==> config.mk <==
export PLATFORM = sky130hd
export DESIGN_NAME = mops_issue_scheduler
export DESIGN_NICKNAME = d
export VERILOG_FILES = /design/src/rtl/mops_issue_scheduler_pkg.sv /design/src/rtl/mops_issue_scheduler_hazard_scoreboard.sv /design/src/rtl/mops_issue_scheduler.sv
export SDC_FILE = /design/constraint.sdc
export NUM_CORES = 1
export LEC_CHECK = 0
export CAP_MARGIN = 10
export CORE_ASPECT_RATIO = 0.7
export CORE_MARGIN = 2
export CORE_UTILIZATION = 46
export DETAILED_ROUTE_END_ITERATION = 16
export GPL_TIMING_DRIVEN = 0
export PLACE_DENSITY = 0.85
export SYNTH_ARGS = -nofsm -noshare
export SYNTH_HDL_FRONTEND = slang
export SYNTH_SLANG_ARGS = --single-unit
export TNS_END_PERCENT = 20
==> constraint.sdc <==
create_clock -name clk -period 6 [get_ports clk]
set_input_delay 1.2 -clock clk [delete_from_list [all_inputs] [get_ports clk]]
set_output_delay 1.2 -clock clk [all_outputs]
set_load 0.01 [all_outputs]
==> src/rtl/mops_issue_scheduler_pkg.sv <==
// Shared control types for the BN254 pairing datapath: micro-op fields, issue FSM states
// and pipeline latency constants used by the issue scheduler.
package mops_issue_scheduler_pkg;

    // Stage latencies: read, preadd, QPMM, cmul, postadd, write, RAM write-enable.
    localparam int LAT_READ    = 2;
    localparam int LAT_PREADD  = 1;
    localparam int LAT_QPMM    = 4;
    localparam int LAT_CMUL    = 58;
    localparam int LAT_POSTADD = 1;
    localparam int LAT_WRITE   = 2;
    localparam int LAT_WE      = 1;

    localparam int SCHED_PIPE_DEPTH  = LAT_READ + LAT_PREADD + LAT_QPMM + LAT_CMUL +
                                       LAT_POSTADD + LAT_WRITE + LAT_WE;
    localparam int SCHED_ADDR_W      = 9;
    localparam int SCHED_CTRL_W      = 16;
    localparam int SCHED_PC_W        = 12;
    localparam int SCHED_ENTRY_SHIFT = 8;

    // Opaque pm/cm/pom/pos/me control bits carried through to the datapath.
    typedef logic [SCHED_CTRL_W-1:0] micro_ops_t;

    typedef struct packed {
        logic                    last;
        logic                    we;
        logic [SCHED_ADDR_W-1:0] dst;
        logic [SCHED_ADDR_W-1:0] src1;
        logic [SCHED_ADDR_W-1:0] src0;
        micro_ops_t              ctrl;
    } sched_op_t;

    typedef enum logic [1:0] {
        S_IDLE  = 2'd0,
        S_PRIME = 2'd1,
        S_ISSUE = 2'd2,
        S_DRAIN = 2'd3
    } sched_state_e;

endpackage

==> src/rtl/mops_issue_scheduler_hazard_scoreboard.sv <==
// In-flight destination scoreboard: shift register of issued ops (index 0 = age 1) with a
// parallel RAW compare against the op waiting to issue. Built only with HAZARD_CHECK_EN.
`ifdef HAZARD_CHECK_EN
module mops_issue_scheduler_hazard_scoreboard
    import mops_issue_scheduler_pkg::*;
#(
    parameter int DEPTH  = SCHED_PIPE_DEPTH,
    parameter int ADDR_W = SCHED_ADDR_W
) (
    input  logic              clk,
    input  logic              rstn_i,
    input  logic              clear_i,
    input  logic              push_i,
    input  logic              push_we_i,
    input  logic [ADDR_W-1:0] push_dst_i,
    input  logic [ADDR_W-1:0] src0_i,
    input  logic [ADDR_W-1:0] src1_i,
    output logic              hazard_o,
    output logic              any_valid_o
);
    logic [DEPTH-1:0]             inflight_q;
    logic [DEPTH-1:0]             writes_q;
    logic [DEPTH-1:0][ADDR_W-1:0] dst_q;
    logic [DEPTH-1:0]             match;

    // inflight_q tracks every issued op so drain timing does not depend on we;
    // only writes_q entries can ever raise a hazard.
    always_ff @(posedge clk) begin
        if (!rstn_i || clear_i) begin
            inflight_q <= '0;
            writes_q   <= '0;
        end else begin
            inflight_q <= {inflight_q[DEPTH-2:0], push_i};
            writes_q   <= {writes_q[DEPTH-2:0], push_i & push_we_i};
        end
    end

    always_ff @(posedge clk) begin
        dst_q <= {dst_q[DEPTH-2:0], push_dst_i};
    end

    for (genvar gi = 0; gi < DEPTH; gi++) begin : g_cmp
        assign match[gi] = writes_q[gi] &&
                           ((dst_q[gi] == src0_i) || (dst_q[gi] == src1_i));
    end

    assign hazard_o    = |match;
    assign any_valid_o = |inflight_q;

endmodule
`endif

==> src/rtl/mops_issue_scheduler.sv <==
// Issue-stage scheduler: fetches micro-ops from the program ROM and issues them in order,
// one per cycle. RAW hazard stalling and stall_cnt are enabled by HAZARD_CHECK_EN.
module mops_issue_scheduler
    import mops_issue_scheduler_pkg::*;
#(
    parameter int PIPE_DEPTH  = SCHED_PIPE_DEPTH,
    parameter int ADDR_W      = SCHED_ADDR_W,
    parameter int CTRL_W      = SCHED_CTRL_W,
    parameter int PC_W        = SCHED_PC_W,
    parameter int ENTRY_SHIFT = SCHED_ENTRY_SHIFT
) (
    input  logic            clk,
    input  logic            rstn,
    input  logic            abort,
    input  logic            start,
    input  logic [3:0]      n_func,
    output logic [PC_W-1:0] prog_addr,
    output logic            prog_en,
    input  sched_op_t       prog_data,
    output logic            issue_valid,
    output sched_op_t       issue_op,
    output logic            busy,
    output logic            done,
    output logic [23:0]     stall_cnt
);
    // The op record layout is fixed in the package; the width parameters must agree with it.
    if (ADDR_W != SCHED_ADDR_W || CTRL_W != SCHED_CTRL_W) begin : g_width_check
        $error("ADDR_W/CTRL_W must match sched_op_t field widths");
    end

    sched_state_e    state_q, state_d;
    logic [PC_W-1:0] pc_q, pc_d;
    sched_op_t       op_q, op_d;
    logic            prime_wait_q, prime_wait_d;
    logic [PC_W-1:0] entry_pc;
    logic            hazard;
    logic            drain_empty;

    assign entry_pc  = PC_W'(n_func) << ENTRY_SHIFT;
    assign prog_addr = pc_q;

    always_ff @(posedge clk) begin
        if (!rstn || abort) begin
            state_q      <= S_IDLE;
            pc_q         <= '0;
            op_q         <= '0;
            prime_wait_q <= 1'b0;
        end else begin
            state_q      <= state_d;
            pc_q         <= pc_d;
            op_q         <= op_d;
            prime_wait_q <= prime_wait_d;
        end
    end

    // PRIME spans two cycles: the first waits out the ROM read of the entry op while the
    // second fetch is already issued, so ISSUE always finds the next op on prog_data.
    always_comb begin
        state_d      = state_q;
        pc_d         = pc_q;
        op_d         = op_q;
        prime_wait_d = prime_wait_q;
        prog_en      = 1'b0;
        issue_valid  = 1'b0;
        done         = 1'b0;
        case (state_q)
            S_IDLE: begin
                if (start) begin
                    pc_d         = entry_pc;
                    prime_wait_d = 1'b1;
                    state_d      = S_PRIME;
                end
            end
            S_PRIME: begin
                prog_en = 1'b1;
                pc_d    = pc_q + 1'b1;
                if (prime_wait_q) begin
                    prime_wait_d = 1'b0;
                end else begin
                    op_d    = prog_data;
                    state_d = S_ISSUE;
                end
            end
            S_ISSUE: begin
                // On a stall prog_en stays low so the ROM keeps presenting the next op.
                if (!hazard) begin
                    issue_valid = 1'b1;
                    if (op_q.last) begin
                        state_d = S_DRAIN;
                    end else begin
                        op_d    = prog_data;
                        prog_en = 1'b1;
                        pc_d    = pc_q + 1'b1;
                    end
                end
            end
            S_DRAIN: begin
                if (drain_empty) begin
                    done    = 1'b1;
                    state_d = S_IDLE;
                end
            end
            default: state_d = S_IDLE;
        endcase
    end

    always_comb begin
        issue_op = '0;
        if (issue_valid) begin
            issue_op = op_q;
        end
    end

    assign busy = (state_q != S_IDLE) && !done;

`ifdef HAZARD_CHECK_EN
    logic        sb_hazard;
    logic        sb_any_valid;
    logic        start_accept;
    logic [23:0] stall_cnt_q;

    mops_issue_scheduler_hazard_scoreboard #(
        .DEPTH  (PIPE_DEPTH),
        .ADDR_W (ADDR_W)
    ) u_scoreboard (
        .clk         (clk),
        .rstn_i      (rstn),
        .clear_i     (abort),
        .push_i      (issue_valid),
        .push_we_i   (op_q.we),
        .push_dst_i  (op_q.dst),
        .src0_i      (op_q.src0),
        .src1_i      (op_q.src1),
        .hazard_o    (sb_hazard),
        .any_valid_o (sb_any_valid)
    );

    assign hazard       = (state_q == S_ISSUE) && sb_hazard;
    assign drain_empty  = !sb_any_valid;
    assign start_accept = (state_q == S_IDLE) && start;

    always_ff @(posedge clk) begin
        if (!rstn || abort) begin
            stall_cnt_q <= '0;
        end else if (start_accept) begin
            stall_cnt_q <= '0;
        end else if (hazard) begin
            stall_cnt_q <= stall_cnt_q + 24'd1;
        end
    end

    assign stall_cnt = stall_cnt_q;
`else
    localparam int DRAIN_W = $clog2(PIPE_DEPTH + 1);

    logic [DRAIN_W-1:0] drain_cnt_q;

    // Loaded on the final issue; reaches zero exactly PIPE_DEPTH cycles later.
    always_ff @(posedge clk) begin
        if (!rstn || abort) begin
            drain_cnt_q <= '0;
        end else if (issue_valid && op_q.last) begin
            drain_cnt_q <= DRAIN_W'(PIPE_DEPTH);
        end else if (state_q == S_DRAIN && drain_cnt_q != '0) begin
            drain_cnt_q <= drain_cnt_q - 1'b1;
        end
    end

    assign hazard      = 1'b0;
    assign drain_empty = (drain_cnt_q == '0);
    assign stall_cnt   = '0;
`endif

endmodule

# ---- Word-level counts from Yosys, hierarchy flattened
# Index checks and enable logic that the tools add are counted.
dict set report classes {
  eq_ne 8
  n_reduce_logical 20
  n_mux 21
  add_sub_neg 2
}
# operator n
set op_table {}
lappend op_table {{45-bit two-way mux} 3}
lappend op_table {{45-bit case mux with 2 select lines} 1}
lappend op_table {{12-bit case mux with 3 select lines} 1}
lappend op_table {{12-bit two-way mux} 2}
lappend op_table {{7-bit two-way mux} 2}
lappend op_table {{12-bit by 1-bit adder with 12-bit output, second input constant} 1}
lappend op_table {{2-bit inequality test, second input constant} 5}
lappend op_table {{2-bit two-way mux} 4}
lappend op_table {{2-bit case mux with 4 select lines} 1}
lappend op_table {{2-bit nonzero test} 4}
lappend op_table {{7-bit logical NOT} 1}
lappend op_table {{7-bit nonzero test} 1}
lappend op_table {{7-bit by 1-bit subtractor with 7-bit output, second input constant} 1}
lappend op_table {{3-bit AND reduction} 2}
lappend op_table {{1-bit two-way mux} 5}
lappend op_table {{2-bit == test, second input constant} 2}
lappend op_table {{1-bit case mux with 2 select lines} 2}
lappend op_table {{2-bit AND reduction} 2}
lappend op_table {{4-bit AND reduction} 1}
lappend op_table {{1-bit logical AND} 3}
lappend op_table {{3-bit nonzero test} 1}
lappend op_table {{2-bit by 1-bit == test with 1-bit output, second input constant} 1}
lappend op_table {{1-bit logical NOT} 2}
lappend op_table {{2-bit logical NOT} 1}
lappend op_table {{other kinds (2)} 2}
dict set report word_totals {
  elab_cells 62
  output_inout_bits 85
  input_bits 53
  ff_bits 67
}

# ---- Depth between registers and ports, before layout
# Gate-level depths: netlist (run 1).
dict set report depth {
  word_depth 5
  depth_mapped 8
  depth_no_buf 7
}

# ---- Worst setup path before layout (run 1)
# OpenSTA, ideal clock, no wires.
dict set report synth_timing {
  kind {reg2out}
  start {register state_q[0]}
  end {output issue_op[10] (netlist bit)}
  required_ps 4800
  setup_slack_ps 3398
  path_buffers 2
  arrival_ps 1402
  path_stages_with_launch 6
  cell_sequence {dfxtp_1 inv_1 ha_1 clkbuf_1 clkbuf_1 and2_1}
}
# item line_no
set synth_rtl {}
lappend synth_rtl {{from (decl)} mops_issue_scheduler.sv:31} ;# sched_state_e state_q, state_d;
lappend synth_rtl {{from (signal assigned)} mops_issue_scheduler.sv:49} ;# state_q <= state_d;
lappend synth_rtl {{to (decl)} mops_issue_scheduler.sv:21} ;# output sched_op_t issue_op,

==> impl_results.md, run 1 <==
* Reg clk slew, reported paths at ~0.070 ns
* Number of diodes at 0
* Worst-case vdd ir drop at between 0.1 and 0.15 mV
* Crit path from: state_q[0]
* Routed WL at a little under 9000 um
* Global-route wire length before repair at 14590 um
* P&R area growth vs syn at 47.13%
* Die area at slightly below 0.008 mm^2
* Row Count at 25
* Cell count after placement at 655
* Maxcap violations at 0
* Worst-margin pin slew at between 0.8 and 0.9 ns
* Lkg Pwr at roughly 1.8 nW
* Crit path capture type: primary output
* CTS Buf Count at 9
* Pwr/cell area at about 210 mW/mm^2
* Root Buffer: clkbuf_8
* FFs w/ async S/R, synth at 0
* Die Wd at 105.4 um
* Critical path launch point type: flip-flop
* Fin crit period at between 3 and 4 ns
* Postcts setup bufs at 0
* Vias at roughly 3.3k
* Reg-to-Reg Start: state_q[0]
* Mapped Cells at approximately 430
* Vias in the first global route at about 3.1k
* Clk sink count at between 60 and 70
* Outcome: completed
* EDFF count, synth at 0
* Tcrit/Tclk final at 0.6437
* Post-Route Setup TNS at 0 ns
* Average footprint of a synthesized cell at approximately 7.8 um^2
* Clock Latency Late Sink at about 0.35 ns
* FILL cells at 559
* Hold path startpoint: op_q[34]
* Routability cong. at about 0.87
* Post-CTS sizing at 0
* Vias per cell at between 4 and 5
* CTS tree: built
* Seq/Total Area, Yosys at 0.4048
* Final Max Slew Viols at 0
* Post-DR wirelength/cell at 13.13 um
* Req. time, crit path at ~4.8 ns
* Worst Skew at around 0.0090 ns
* IO Count at around 140
* Clk buf depth at 2
* WHS Endpoint: op_q[34]
* Final setup viols at 0
* Hold depth at 2
* R2r setup slk at roughly 3.6 ns
* Final-stage net count at 632
* Final Hold Violating Endpoints at 0
* Antenna violations before repair at 0
* GR Overflow Total at 0
* Layout cells sized above 1 at 0.09359
* Post-layout util at 0.7116
* RSZ-0062 raised after global routing: false
* Gr usage total at 0.2310
* Post-synth cell types at 46
* Dpl hpwl at about 6600 um
* Pin count of the biggest net entering global routing at 13
* Hold WS at roughly 0.45 ns
* RR Endpoint: op_q[16]
* Critical path peak fanout at 10
* CP arrival at between 2 and 3 ns
* Place WS at 2.528 ns
* Top FF cell, synth: dfxtp_1
* CTS Hold Bufs at 0
* Worst relative slew slack at 0.4524
* I/O Buffers at around 110
* Post-DRT Antenna Nets at 0
* HP Class: flip-flop to flip-flop
* Non-Filler Instances at 671
* R2r worst-path depth at 8
* Fmax at about 0.26 GHz
* Synth warnings at 0
* CP Class: flip-flop to primary output
* Core area at between 0.006 and 0.007 mm^2
* Final worst slack at 2.138 ns
* H-tree depth at 3
* Synth Cell Area at 0.003313 mm^2
* Die H at around 75 um
* Post-synthesis register bit count at 67
* DR DRC count at 0
* Detailed Routing Iterations Pass 1 at 4
* Starting Density at 0.4837
* Initial DRC Count at 148
## cells in the mapped netlist, types with 2 or more instances
cell | n | share of area
a2111oi_0 | 2 | 0.0053
a211oi_1 | 3 | 0.0068
a21oi_1 | 55 | 0.083
a31oi_1 | 3 | 0.0057
and2_1 | 45 | 0.085
buf_2 | 2 | 0.0030
buf_4 | 24 | 0.054
clkbuf_1 | 22 | 0.025
dfxtp_1 | 67 | 0.40
ha_1 | 7 | 0.026
inv_1 | 12 | 0.014
mux2i_1 | 3 | 0.0091
nand2_1 | 102 | 0.12
nand2b_1 | 3 | 0.0057
nand3_1 | 6 | 0.0091
nor2_1 | 13 | 0.015
nor2b_1 | 5 | 0.0094
nor3_1 | 2 | 0.0030
nor4_1 | 4 | 0.0076
nor4b_1 | 2 | 0.0053
o211ai_1 | 2 | 0.0045
o21ai_0 | 3 | 0.0045
o31a_1 | 2 | 0.0053
o31ai_1 | 4 | 0.0091
or2_2 | 2 | 0.0038
or4_1 | 3 | 0.0068
xnor2_1 | 8 | 0.021
## logic make-up after synthesis
| logic type | count (synthesis) | synth area share |
|---|---|---|
| mux | 3 | 0.009064 |
| buf+inv | 62 | 0.1005 |
| compound gates | 82 | 0.1454 |
| flops | 67 | 0.4048 |
| xor+xnor | 8 | 0.02115 |
| other cells | 1 | 0.001132 |
| fa+ha+maj | 7 | 0.02643 |
| simple gates | 195 | 0.2915 |
## how the worst max path moves through the flow
stage | to | slack [ns] | cells after the start
6_report | issue_op[4] | 2.14 | 6
5_1_grt | issue_op[23] | 1.89 | 6
2_1_floorplan | issue_op[10] | 3.40 | 5
4_1_cts | issue_op[4] | 2.10 | 6
3_5_place_dp | issue_op[4] | 2.53 | 6
3_3_place_gp | issue_op[9] | 2.58 | 6
## layer usage
layer  up-vias  track usage  part of all wire
li1       1647            -                 -
met1      1485       0.2932              0.45
met2       117       0.3821              0.46
met3        16      0.06580             0.079
met4         0      0.08593             0.017
met5         -            0                 0
## sequential cells by signal, summed over array words and instances (netlist names)
signal / count
state_q: 2
prime_wait_q: 1
drain_cnt_q: 7
prog_addr: 12
op_q: 45
## critical path, cell delays in order, from the launching register on
cell	delay, ns
dfxtp_1	0.35
inv_1	0.13
ha_1	0.32
clkbuf_1	0.40
clkbuf_1	0.35
and2_1	0.21
clkdlybuf4s50_1	0.54
## layout make-up
cell class	count	area, um^2	share of cell area
multi-input cells	319	1725	0.3540
well taps	94	117.6	0.02413
repair buffers	113	1131	0.2320
flip-flops and latches	67	1341	0.2752
plain buffers	49	284.0	0.05826
inverters	13	48.80	0.01001
clock buffers	10	137.6	0.02823
clock inverters	6	88.84	0.01822
## power by group
group | internal, mW | switching, mW | total [mW]
combinational | 0.0670 | 0.0684 | 0.135
sequential | 0.454 | 0.00665 | 0.461
clock | 0.245 | 0.178 | 0.423
## stage by stage
step	total power [mW]	cell area [um^2]
floorplan	0.5445	3400
global placement	0.6012	4648
global route	1.055	4875
detailed placement	0.6051	4648
CTS	1.026	4875
finish	1.019	4875
## placed cells by master, fill, tap and decap left out, types with 3 or more instances in the layout
master	Yosys	routed
nand2_1	102	102
and2_1	45	45
clkbuf_8	0	10
o31ai_1	4	4
ha_1	7	7
xnor2_1	8	8
or4_1	3	3
clkbuf_1	22	22
a21oi_1	55	55
mux2i_1	3	3
o21ai_0	3	3
inv_1	12	12
nand3_1	6	6
clkdlybuf4s50_1	0	113
conb_1	1	24
nand2b_1	3	3
nor4_1	4	4
buf_4	24	24
nor2b_1	5	5
nor2_1	13	13
a31oi_1	3	3
a211oi_1	3	3
dfxtp_1	67	67
No activity file was read; power rests on OpenSTA's default activity.
==> run 2: changes to the inputs <==
--- a/config.mk
+++ b/config.mk
@@ -8,10 +8,10 @@
 export CAP_MARGIN = 10
 export CORE_ASPECT_RATIO = 0.7
 export CORE_MARGIN = 2
-export CORE_UTILIZATION = 46
+export CORE_UTILIZATION = 39
 export DETAILED_ROUTE_END_ITERATION = 16
 export GPL_TIMING_DRIVEN = 0
-export PLACE_DENSITY = 0.85
+export PLACE_DENSITY = 0.77
 export SYNTH_ARGS = -nofsm -noshare
 export SYNTH_HDL_FRONTEND = slang
 export SYNTH_SLANG_ARGS = --single-unit
==> constraint.sdc (replaced) <==
create_clock -name clk -period 3.52 [get_ports clk]
set_input_delay 0.704 -clock clk [delete_from_list [all_inputs] [get_ports clk]]
set_output_delay 0.704 -clock clk [all_outputs]
set_load 0.01 [all_outputs]
==> impl_results.md, run 2 (same netlist as run 1, synthesis figures left out) <==
* Worst-margin pin slew at 0.8881 ns (+0.07298 ns)
* Root Buffer: clkbuf_16
* Post-DR wirelength/cell at 12.84 um (-2.2%)
* Commonest non-fill, non-tap cell in the layout: clkdlybuf4s50_1
* Crit path capture type: primary output
* Critical path peak fanout at 10 (unchanged)
* CP arrival at 2.57 ns (-0.09 ns)
* Final-stage net count at 632 (unchanged)
* Pwr/cell area at 415.7 mW/mm^2 (+99%)
* Starting Density at 0.3974 (-0.08629)
* Tot Pwr at 2.088 mW (+100%)
* CP max-delay cell: clkdlybuf4s50_1
* Post-CTS sizing at 0 (unchanged)
* Max reg flops at 45 (unchanged)
* Hold depth at 2 (unchanged)
* Sequential Power Share at 0.377 (-0.075)
* P_sw at 464.2 uW (+84%)
* Clk sink count at 67 (unchanged)
* Initial DRC Count at 123 (-17%)
* Worst relative slew slack at 0.4034 (-0.04903)
* P&R area growth vs syn at 51.59%
* Final setup viols at 0 (unchanged)
* Worst-case vdd ir drop at 0.3189 mV (+130%)
* Die Wd at 114.2 um (+8.3%)
* Core area at 0.008338 mm^2 (+22%)
* Number of diodes at 0 (unchanged)
* CTS Hold Bufs at 0 (unchanged)
* P_int at 1.624 mW (+110%)
* Fmax at roughly 0.31 GHz
* Tcrit/Tclk final at 0.9295
* Final Max Slew Viols at 0 (unchanged)
* Buf+Inv Stages, Crit Path at 4 (unchanged)
* Commonest non-fill, non-tap cells in the layout: clkdlybuf4s50_1, nand2_1, dfxtp_1
* CP Class: flip-flop to primary output
* Hold WS at 0.4482 ns (-0.001975 ns)
* Clock power frac at 0.513 (+0.098)
* Pin count of the biggest net entering global routing at 13 (unchanged)
* Post-Route Setup TNS at 0 ns (unchanged)
* RSZ-0062 raised after global routing: false
* CTS tree: built
* Reg clk slew, reported paths at 0.06 ns (about the same)
* Hold path startpoint: op_q[36]
* Row Count at 28 (+12%)
* Critical path launch point type: flip-flop
* Die H at 81.12 um (+8.1%)
* Req. time, crit path at 2.82 ns (-1.98 ns)
* GR Overflow Total at 0 (unchanged)
* Lkg Pwr at 1.838 nW (+3.8%)
* Routed WL at 8758 um (-0.56%)
* FILL cells at 779 (+39%)
* Final Hold Violating Endpoints at 0 (unchanged)
* WHS Endpoint: op_q[36]
* CTS Buf Count at 9 (unchanged)
* Combinational share of power at 0.110 (-0.023)
* IO Count at 138 (unchanged)
* Outcome: completed
* Detailed Routing Iterations Pass 1 at 4 (unchanged)
* Gr usage total at 0.1904 (-0.04060)
* Layout cells sized above 1 at 0.09359 (unchanged)
* Die area at 0.009260 mm^2 (+17%)
* Post-DRT Antenna Nets at 0 (unchanged)
* Vias per cell at 4.784 (-1.7%)
* CP Cell Sequence: inv_1, ha_1, clkbuf_1, clkbuf_1, and2_1, clkdlybuf4s50_1
* Largest reg by FF count: op_q
* Reg-to-Reg Start: state_q[0]
* I/O Buffers at 113 (unchanged)
* Postcts setup bufs at 0 (unchanged)
* R2r setup slk at 1.21 ns (-2.36 ns)
* HP Class: flip-flop to flip-flop
* RR Endpoint: op_q[33]
* Antenna violations before repair at 0 (unchanged)
* Post-route cell area at 0.005022 mm^2 (+3.0%)
* Maxcap violations at 0 (unchanged)
* Vias in the first global route at 3063 (-1.2%)
* Crit path largest cell delay at 0.54 ns (about the same)
* H-tree depth at 3 (unchanged)
* DR DRC count at 0 (unchanged)
* Top cell by count, worst path: clkbuf_1
* Dpl hpwl at 6616 um (-0.40%)
* DP Area at 0.004662 mm^2 (+0.30%)
* Routability cong. at 0.7854 (-10%)
* Vias at 3263 (-0.061%)
* Fin crit period at around 3.3 ns
* Worst Skew at 0.008194 ns (-0.0007791 ns)
* Switching share of power at 0.2224 (-0.02558)
* Critical path's top delay family: buffers and inverters
* Clk buf depth at 2 (unchanged)
* Clock Latency Late Sink at 0.33 ns (-0.02 ns)
* R2r worst-path depth at 8 (unchanged)
* Global-route wire length before repair at 14080 um (-3.5%)
## run 2: changes by cell type in the layout (fill, tap and decap cells not counted)
cell | previous run | this run
bufinv_16 | 2 | 3
clkbuf_16 | 0 | 9
clkbuf_8 | 10 | 2
clkinv_2 | 1 | 0
clkinvlp_4 | 2 | 0
inv_6 | 0 | 1
## run 2: routing by layer
| metal | vias up | track usage | routed length (um) |
|---|---|---|---|
| met5 | - | 0 | 0 |
| met4 | 0 | 0.06098 | 102 |
| met3 | 11 | 0.05522 | 509 |
| met2 | 97 | 0.3179 | 4037 |
| met1 | 1501 | 0.2396 | 4108 |
| li1 | 1654 | - | - |
## run 2: area by class of cell
class / instances / area, um^2 / share of cell area
Buffer: 49 / 284.0 / 0.05655
Clock buffer: 11 / 252.7 / 0.05032
Clock inverter: 5 / 107.6 / 0.02142
Inverter: 13 / 48.80 / 0.009716
Multi-Input combinational cell: 319 / 1725 / 0.3435
Sequential cell: 67 / 1341 / 0.2671
Tap cell: 105 / 131.4 / 0.02616
Timing Repair Buffer: 113 / 1131 / 0.2252
## run 2: through the flow
stage / worst slack, ns / instances / utilization
after floorplan: 1.385 / 448 / -
after global placement: 0.5995 / 666 / 0.5591
final: 0.2482 / 682 / 0.6023
after detailed placement: 0.5667 / 666 / 0.5591
after global routing: 0.007725 / 682 / 0.6023
after CTS: 0.2135 / 682 / 0.6023
## run 2: power groups by stage
| stage | registers, mW | logic [mW] | clock network (mW) |
|---|---|---|---|
| final | 0.787 | 0.230 | 1.07 |
| after global routing | 0.789 | 0.254 | 1.11 |
| after CTS | 0.786 | 0.229 | 1.09 |
| after detailed placement | 0.803 | 0.228 | 0 |
| after global placement | 0.802 | 0.223 | 0 |
| after floorplan | 0.801 | 0.127 | 0 |
## run 2: worst reg2reg max path, cell delays in order, from the launching register on
cell and delay, ns:
dfxtp_1 0.39, inv_1 0.10, ha_1 0.30, nand2_4 0.14, inv_2 0.09, a211oi_2 0.55, clkbuf_1 0.42, nand2_1 0.11
a21oi_1 0.14
## run 2: worst max path at each step
stage,start,to,cells past startpoint
final,state_q[0],issue_op[29],6
after global routing,state_q[0],issue_op[24],6
after CTS,state_q[0],issue_op[24],6
after detailed placement,state_q[0],issue_op[24],6
after global placement,state_q[0],issue_op[4],6
after floorplan,state_q[0],prog_addr[7],8
==> run 3: changes to the inputs <==
--- a/config.mk
+++ b/config.mk
@@ -7,7 +7,7 @@
 export LEC_CHECK = 0
 export CAP_MARGIN = 10
 export CORE_ASPECT_RATIO = 0.7
-export CORE_MARGIN = 2
+export CORE_MARGIN = 1
 export CORE_UTILIZATION = 39
 export DETAILED_ROUTE_END_ITERATION = 16
 export GPL_TIMING_DRIVEN = 0
==> impl_results.md, run 3 (same netlist as run 1, synthesis figures left out) <==
* Vias in the first global route at 3168 (+3.4%)
* Postcts setup bufs at 0 (unchanged)
* Routability cong. at 0.8304 (+5.7%)
* CTS Buf Count at 9 (unchanged)
* CP Class: flip-flop to primary output
* Root Buffer: clkbuf_16
* I/O Buffers at 113 (unchanged)
* Layout cells sized above 1 at 0.09359 (unchanged)
* Crit path capture type: primary output
* Clock Latency Late Sink at 0.32 ns (about the same)
* Commonest non-fill, non-tap cell in the layout: clkdlybuf4s50_1
* Die H at 79.12 um (-2.5%)
* Gr usage total at 0.2090 (+0.01854)
* IO Count at 138 (unchanged)
* Post-Route Setup TNS at 0 ns (unchanged)
* P&R area growth vs syn at 50.00%
* Post-CTS sizing at 0 (unchanged)
* CTS Hold Bufs at 0 (unchanged)
* Fmax at 0.3030 GHz (-0.85%)
* Top Metal Used: met4
* Worst relative slew slack at 0.4445 (+0.04114)
* HP Class: flip-flop to flip-flop
* Final Max Slew Viols at 0 (unchanged)
* Max reg flops at 45 (unchanged)
* CTS tree: built
* Maxcap violations at 0 (unchanged)
* Core area at 0.008040 mm^2 (-3.6%)
* Worst Skew at 0.007130 ns (-0.001064 ns)
* Critical path peak fanout at 10 (unchanged)
* Final Hold Violating Endpoints at 0 (unchanged)
* Antenna violations before repair at 0 (unchanged)
* Non-Filler Instances at 678 (-0.59%)
* Lkg Pwr at 1.814 nW (-1.3%)
* WL met1 at 4039 um (-1.7%)
* Post-DRT Antenna Nets at 0 (unchanged)
* Fin crit period at 3.300 ns (+0.02808 ns)
* Detailed Routing Iterations Pass 1 at 11 (+7)
* Met2 WL post-DR at 4175 um (+3.4%)
* Worst-margin pin slew at 0.8268 ns (-0.06123 ns)
* Outcome: finished, violations left
* Req. time, crit path at 2.82 ns (about the same)
* RSZ-0062 raised after global routing: false
* Pwr/cell area at 387.6 mW/mm^2 (-6.8%)
* Clk buf depth at 2 (unchanged)
* Final-stage net count at 632 (unchanged)
* Met3 WL at 549 um (+7.9%)
* FILL cells at 746 (-4.2%)
* H-tree depth at 3 (unchanged)
* Die Wd at 112.2 um (-1.8%)
* Global-route wire length before repair at 14920 um (+6.0%)
* Die area at 0.008874 mm^2 (-4.2%)
* Post-layout util at 0.6181 (+0.01577)
* Initial DRC Count at 140 (+14%)
* Vias per cell at 4.813 (+0.59%)
* Failing checks: DRC
* DR DRC count at 7 (+7)
* Reg clk slew, reported paths at 0.05 ns (about the same)
* Clk sink count at 67 (unchanged)
* GR Overflow Total at 0 (unchanged)
* Cell count after placement at 662 (-0.60%)
* Final setup viols at 0 (unchanged)
* Commonest non-fill, non-tap cells in the layout: clkdlybuf4s50_1, nand2_1, dfxtp_1
* Starting Density at 0.4121 (+0.01472)
* Critical path launch point type: flip-flop
* Row Count at 27 (-3.6%)
* Pin count of the biggest net entering global routing at 13 (unchanged)
* Worst-case vdd ir drop at 0.2636 mV (-17%)
* Number of diodes at 0 (unchanged)
* Largest reg by FF count: op_q
* Post-DR wirelength/cell at 12.98 um (+1.1%)
* CP arrival at 2.60 ns (+0.03 ns)
* Routed WL at 8802 um (+0.50%)
* Dpl hpwl at 6680 um (+0.97%)
* Tcrit/Tclk final at 0.9375 (+0.007978)
* Vias at 3263 (unchanged)
-- run 3: critical path, cell delays in order (launching register included) --
cell and delay, ns:
dfxtp_1 0.34, inv_1 0.12, ha_1 0.32, clkbuf_1 0.41, clkbuf_1 0.35, and2_1 0.20
clkdlybuf4s50_1 0.53
-- run 3: power breakdown --
| group | leakage (nW) | internal [mW] | total (mW) | switching, mW |
|---|---|---|---|---|
| sequential | 0.542 | 0.775 | 0.787 | 0.0115 |
| clock | 0.152 | 0.589 | 0.910 | 0.321 |
| combinational | 1.12 | 0.114 | 0.229 | 0.115 |
-- run 3: area by class of cell --
class                   instances  area [um^2]  share of cell area
clock inverters                 5        60.06             0.01208
flip-flops and latches         67         1341              0.2699
well taps                     101        126.4             0.02543
clock buffers                  11        252.7             0.05086
repair buffers                113         1131              0.2276
plain buffers                  49        284.0             0.05715
multi-input cells             319         1725              0.3472
inverters                      13        48.80            0.009819
-- run 3: metal layers --
layer / track usage / vias to the layer above
met4: 0.04133 / 0
li1: - / 1656
met3: 0.06489 / 4
met5: 0 / -
met1: 0.2663 / 1514
met2: 0.3503 / 89
-- run 3: worst paths after layout --
kind,startpoint,end,cells past startpoint,slack [ns]
max,state_q[0],issue_op[32],6,0.22
min,op_q[3],op_q[3],2,0.45
max reg2reg,state_q[0],op_q[32],8,1.07
min reg2reg,op_q[3],op_q[3],2,0.45
-- run 3: per-stage QoR --
step	power (mW)	instance area [um^2]	setup slack, ns	hold slack, ns
3_5_place_dp	1.030	4657	0.5709	0.4439
5_1_grt	2.012	4970	0.09281	0.4669
2_1_floorplan	0.9282	3400	1.385	0.4317
6_report	1.926	4970	0.2201	0.4493
3_3_place_gp	1.026	4657	0.6178	0.4374
4_1_cts	1.947	4970	0.2171	0.4514
